$ cat src/rtl/hit_scheduler.sv
// hit_scheduler: turns per-step instrument hit patterns into a serial stream
// of note triggers for a single shared synth, one voice at a time, using a
// start/busy handshake and round-robin priority across steps.
//
// state     | meaning
// ----------+-------------------------------------------------------------
// IDLE      | nothing in flight; issue when hits are pending and synth idle
// ISSUE     | one-cycle synth_start pulse, selected voice latched
// WAIT_ACK  | waiting for synth_busy to rise; voice dropped on timeout
// WAIT_DONE | synth playing; wait for synth_busy to fall
module hit_scheduler #(
  parameter int ACK_TIMEOUT = 16,
  parameter int TO_W        = 5
) (
  input  logic       clk,
  input  logic       reset,
  input  logic       play,
  input  logic [3:0] timing,
  input  logic [7:0] pattern1,
  input  logic [7:0] pattern2,
  input  logic [7:0] pattern3,
  input  logic [7:0] pattern4,
  input  logic [3:0] mute,
  input  logic       synth_busy,
  output logic       synth_start,
  output logic [1:0] synth_voice,
  output logic [3:0] pending,
  output logic       overrun
);

  typedef enum logic [1:0] {IDLE, ISSUE, WAIT_ACK, WAIT_DONE} state_t;

  state_t          state_q, state_d;
  logic [3:0]      prev_timing_q;
  logic [3:0]      pending_q, pending_d;
  logic [1:0]      last_voice_q, last_voice_d;
  logic [1:0]      voice_q, voice_d;
  logic            overrun_q, overrun_d;
  logic [TO_W-1:0] to_cnt_q, to_cnt_d;

  logic            step_evt;
  logic [2:0]      step_idx;
  logic [3:0]      hits;
  logic [1:0]      sel;
  logic [1:0]      cand;
  logic            fire;

  // Steps 1..8 map to pattern bits 0..7; 9..15 never qualify as a step.
  assign step_idx = timing[2:0] - 3'd1;
  assign step_evt = play && (timing != 4'd0) && (timing <= 4'd8) &&
                    (timing != prev_timing_q);

  // A voice is only really issued if there is still something to issue and
  // play has not been dropped in the ISSUE cycle itself.
  assign fire = (state_q == ISSUE) && play && (pending_q != 4'b0000);

  // Hit vector for the step being captured, with muted instruments removed.
  always_comb begin
    hits = 4'b0000;
    if (step_evt) begin
      hits[0] = pattern1[step_idx] & ~mute[0];
      hits[1] = pattern2[step_idx] & ~mute[1];
      hits[2] = pattern3[step_idx] & ~mute[2];
      hits[3] = pattern4[step_idx] & ~mute[3];
    end
  end

  // Round-robin pick: nearest set pending bit after last_voice, wrapping.
  always_comb begin
    sel  = 2'd0;
    cand = 2'd0;
    for (int k = 4; k >= 1; k--) begin
      cand = last_voice_q + 2'(k);
      if (pending_q[cand]) sel = cand;
    end
  end

  // Handshake FSM next state plus pending/voice/timeout bookkeeping.
  always_comb begin
    state_d      = state_q;
    pending_d    = pending_q;
    last_voice_d = last_voice_q;
    voice_d      = voice_q;
    to_cnt_d     = to_cnt_q;
    overrun_d    = step_evt && (pending_q != 4'b0000);

    case (state_q)
      IDLE: begin
        if (play && (pending_q != 4'b0000) && !synth_busy) state_d = ISSUE;
      end
      ISSUE: begin
        if (fire) begin
          state_d      = WAIT_ACK;
          voice_d      = sel;
          last_voice_d = sel;
          to_cnt_d     = '0;
        end else begin
          state_d = IDLE;
        end
      end
      WAIT_ACK: begin
        if (!play) begin
          state_d = IDLE;
        end else if (synth_busy) begin
          state_d = WAIT_DONE;
        end else begin
          to_cnt_d = to_cnt_q + 1'b1;
          if (to_cnt_d == TO_W'(ACK_TIMEOUT - 1)) state_d = IDLE;
        end
      end
      WAIT_DONE: begin
        // The synth is never cut off, even when play drops.
        if (!synth_busy) state_d = IDLE;
      end
      default: state_d = IDLE;
    endcase

    // A fresh capture overrides the clear of the voice being issued.
    if (!play) begin
      pending_d = 4'b0000;
    end else if (step_evt) begin
      pending_d = hits;
    end else if (fire) begin
      pending_d = pending_q & ~(4'b0001 << sel);
    end
  end

  // State and datapath registers.
  always_ff @(posedge clk or negedge reset) begin
    if (!reset) begin
      state_q       <= IDLE;
      prev_timing_q <= 4'd0;
      pending_q     <= 4'b0000;
      last_voice_q  <= 2'd3;
      voice_q       <= 2'd0;
      overrun_q     <= 1'b0;
      to_cnt_q      <= '0;
    end else begin
      state_q       <= state_d;
      prev_timing_q <= timing;
      pending_q     <= pending_d;
      last_voice_q  <= last_voice_d;
      voice_q       <= voice_d;
      overrun_q     <= overrun_d;
      to_cnt_q      <= to_cnt_d;
    end
  end

  assign synth_start = fire;
  assign synth_voice = fire ? sel : voice_q;
  assign pending     = pending_q;
  assign overrun     = overrun_q;

endmodule

$ cat config.mk
export PLATFORM = sky130hd
export DESIGN_NAME = hit_scheduler
export DESIGN_NICKNAME = d
export VERILOG_FILES = /design/src/rtl/hit_scheduler.sv
export SDC_FILE = /design/constraint.sdc
export NUM_CORES = 1
export LEC_CHECK = 0
export ABC_CLOCK_PERIOD_IN_PS = 1900
export BUFFER_PORTS_ARGS = -buffer_cell sky130_fd_sc_hd__clkbuf_2
export CAP_MARGIN = 10
export CORE_UTILIZATION = 25
export DETAILED_ROUTE_END_ITERATION = 8
export PLACE_DENSITY_LB_ADDON = 0.2
export SYNTH_ARGS = -nofsm -noshare
export SYNTH_HDL_FRONTEND = slang
export SYNTH_SLANG_ARGS = --single-unit
export TNS_END_PERCENT = 20
$ cat constraint.sdc
create_clock -name clk -period 1.9 [get_ports clk]
set_clock_uncertainty 0.05 [all_clocks]
set_input_delay 0.095 -clock clk [delete_from_list [all_inputs] [get_ports clk]]
set_output_delay 0.095 -clock clk [all_outputs]
set_load 0.03 [all_outputs]
==> flow_summary.json <==
{
  "rr_worst_depth": 6,
  "crit_path_end": "synth_voice[1]",
  "holdCritPathClass": "in -> reg",
  "clock_insertion_delay_at_the_later_pin_of_the_skew_report_ns": 0.25,
  "grt_start_max_net_pins": 21,
  "cts.sink_count": 20,
  "drt-initial-drc-count": 39,
  "design.core.area_um2": 5140,
  "postSynthRegisterBits": 20,
  "clock_buffers_created_by_tritoncts": 3,
  "grt_busiest_layer": "met2",
  "synth-warning-count": 0,
  "critical_path_peak_fanout": 8,
  "number_of_distinct_library_cell_variants_in_the_gate_level_netlist_after_synthesis": 39,
  "diode_insertion_count_for_antenna_repair": 0,
  "routedWlPerCell_um": 12.6,
  "run_status": "finished, final reports clean",
  "cts_tree": "yes",
  "worstMarginPinSlew_ns": 0.510,
  "syn_nets": 164,
  "n_fill_cell": 555,
  "final_util_pct": 36.0,
  "grt_util_met2_pct": 21.2,
  "finalSetupViolations": 0,
  "ctsRootBufferMaster": "clkbuf_8",
  "synth_async_sr_flop_share_pct": 100,
  "r2r-end": "pending[1]",
  "drt_drc_violations_left": 0,
  "yosysSeqAreaShare_pct": 37.7,
  "worst_slew_margin_rel_pct": 66.0,
  "vias": 1169,
  "globalplace.congestion": 0.796,
  "grt_antenna_before_repair": 0,
  "detail-route-antenna-nets": 0,
  "synth.cell_area_um2": 1340,
  "fp.dieW_um": 75.1,
  "detailedPlacementHpwl_mm": 2.52,
  "finish.net_count": 231,
  "grt_usage_pct": 12.7,
  "worst-setup-path-type": "reg -> out",
  "htreeDepth": 1,
  "synth_enable_flop_cells": 0,
  "layout_worst_path_cycle_share_pct": 98.6,
  "number_of_pins_exceeding_their_max_slew_limit_in_the_final_report": 0,
  "power-per-cell-area_nw_per_um2": 698,
  "cp-start-kind": "flop",
  "tns_ns": 0,
  "yosys.area.top_type_share_pct": 33.7,
  "maxClockFrequency_mhz": 534,
  "vias_per_cell": 4.64,
  "p_leak_nw": 0.885,
  "arrival_ns": 1.73,
  "synthMostInstantiatedCell": "dfrtp_1",
  "most_common_library_cells_after_synthesis": "dfrtp_1, nor2_1, mux4_2",
  "setup.reg_to_reg.worst_slack_ns": 0.17,
  "synth-main-ff-cell": "dfrtp_1",
  "timing.critical_path.to_type": "output pin",
  "share_of_layout_cells_above_drive_strength_1_pct": 51.6,
  "synth.area.top_cells": "dfrtp_1, mux4_2, dfstp_2",
  "pin_count": 52,
  "drt_wl_total_mm": 3.18,
  "seq_area_um2": 503,
  "cts.path.max_buffers": 2,
  "io_buffer_count": 51,
  "multi_input_comb_area_um2": 810,
  "regToRegStartpoint": "last_voice_q[1]",
  "timing.final.crit_period_ns": 1.87,
  "area_growth_pct": 38.5,
  "hold_slack_ns": 0.0603,
  "synthDominantAreaCellType": "dfrtp_1",
  "rsz0062_at_grt": "true",
  "finalHoldViolations": 0,
  "clock_edge_transition_at_the_registers_on_the_reported_setup_and_hold_paths_ns": 0.07,
  "synth_cells": 116,
  "worst_ep_required_time_ns": 1.75,
  "overflow": 0,
  "grt_pass1_wl_mm": 5.38,
  "die_y_um": 75.1,
  "avgSynthCellArea_um2": 11.5,
  "cp_launch_point": "pending[1]",
  "fp.dieArea_um2": 5640,
  "worst_ir_drop_vdd_mv": 0.338,
  "grt.met1_usage_pct": 16.6,
  "grt.met3_usage_pct": 2.68,
  "initial_core_util_pct": 26.0,
  "fp-row-count": 26,
  "timing.max_cap.violations": 0,
  "router_iterations_before_antenna_repair": 4,
  "first_global_vias": 1217
}
==> cells in the final DEF (no fill, tap or decap), types with 2 or more instances in the layout <==
cell type / n
a21o_2: 3
a21oi_2: 2
a41o_1: 3
buf_4: 10
clkbuf_2: 49
clkbuf_8: 3
dfrtp_1: 18
dfstp_2: 2
dlygate4sd3_1: 5
ha_1: 4
inv_1: 3
mux2i_1: 5
mux4_2: 8
nand2_1: 5
nand2b_1: 3
nand3_1: 4
nand4_1: 3
nand4bb_1: 2
nor2_1: 9
nor2_2: 2
nor2b_1: 2
nor3_1: 3
o21ai_0: 3
xnor2_1: 5
xor2_1: 5
==> area by class of cell <==
cell class / count / share of cell area [%]
flip-flops and latches: 20 / 27.2
multi-input cells: 88 / 43.8
repair buffers: 66 / 20.9
clock buffers: 4 / 2.44
well taps: 70 / 4.74
inverters: 4 / 0.947
==> layer usage <==
metal / vias up / wire [µm]
met1: 546 / 1480
li1: 569 / -
met2: 50 / 1480
met5: - / 0
met4: 0 / 30
met3: 4 / 195
==> worst min-delay path by stage <==
stage / cells after the start / slack, ns / startpoint / end
after floorplan: 0 / -0.25 / reset / overrun
after detailed placement: 1 / 0.05 / reset / to_cnt_q[3]
after global routing: 2 / 0.09 / synth_busy / state_q[0]
after global placement: 1 / 0.03 / reset / to_cnt_q[3]
after CTS: 2 / 0.05 / synth_busy / state_q[0]
final: 2 / 0.06 / synth_busy / state_q[0]
==> kinds of logic after synthesis <==
| kind of cell | count (synthesis) | synth area share (%) |
|---|---|---|
| AOI/OAI and AO/OA | 18 | 11.7 |
| xor gates and xnor gates | 10 | 6.56 |
| adders and majority gates | 4 | 3.75 |
| buffers and inverters | 8 | 3.84 |
| DFF | 20 | 37.7 |
| muxes | 14 | 18.1 |
| and+or+nand+nor | 42 | 18.4 |
==> power by group <==
group	switching, mW	internal, mW	leakage, nW
combinational	0.216	0.232	0.604
clock	0.133	0.149	0.0228
sequential	0.0639	0.496	0.258
total	0.413	0.877	0.885
==> what timing repair did <==
action | 4_1_cts | 5_1_grt
endpoints found under the setup margin | 2 | 2
buffers inserted | 1 | 3
cloned | 0 | 0
pin swaps | 2 | 5
hold buffers | 5 | 0
endpoints found under the hold margin | 22 | 0
gates resized for setup | 1 | 11
==> state kept, by name (all words and copies together), names as in the netlist <==
register and cells:
to_cnt_q 5, pending 4, prev_timing_q 4, last_voice_q 2
state_q 2, voice_q 2, overrun 1
==> critical path, cell delays in order (launching register included) <==
cell	delay (ns)
dfrtp_1	0.40
nor4_2	0.31
nand4bb_1	0.19
buf_6	0.16
nor2_4	0.06
a21o_2	0.19
buf_2	0.17
==> through the flow <==
step / instances / setup slack [ns] / total power, mW / cell area (µm²)
4_1_cts: 249 / -0.000405 / 1.27 / 1800
3_3_place_gp: 239 / 0.201 / 0.955 / 1690
2_1_floorplan: 116 / 0.0309 / 0.825 / 1340
6_report: 252 / 0.0259 / 1.29 / 1850
3_5_place_dp: 239 / 0.187 / 0.962 / 1690
5_1_grt: 252 / -0.0535 / 1.38 / 1850
(Power assumes the default switching activity.)
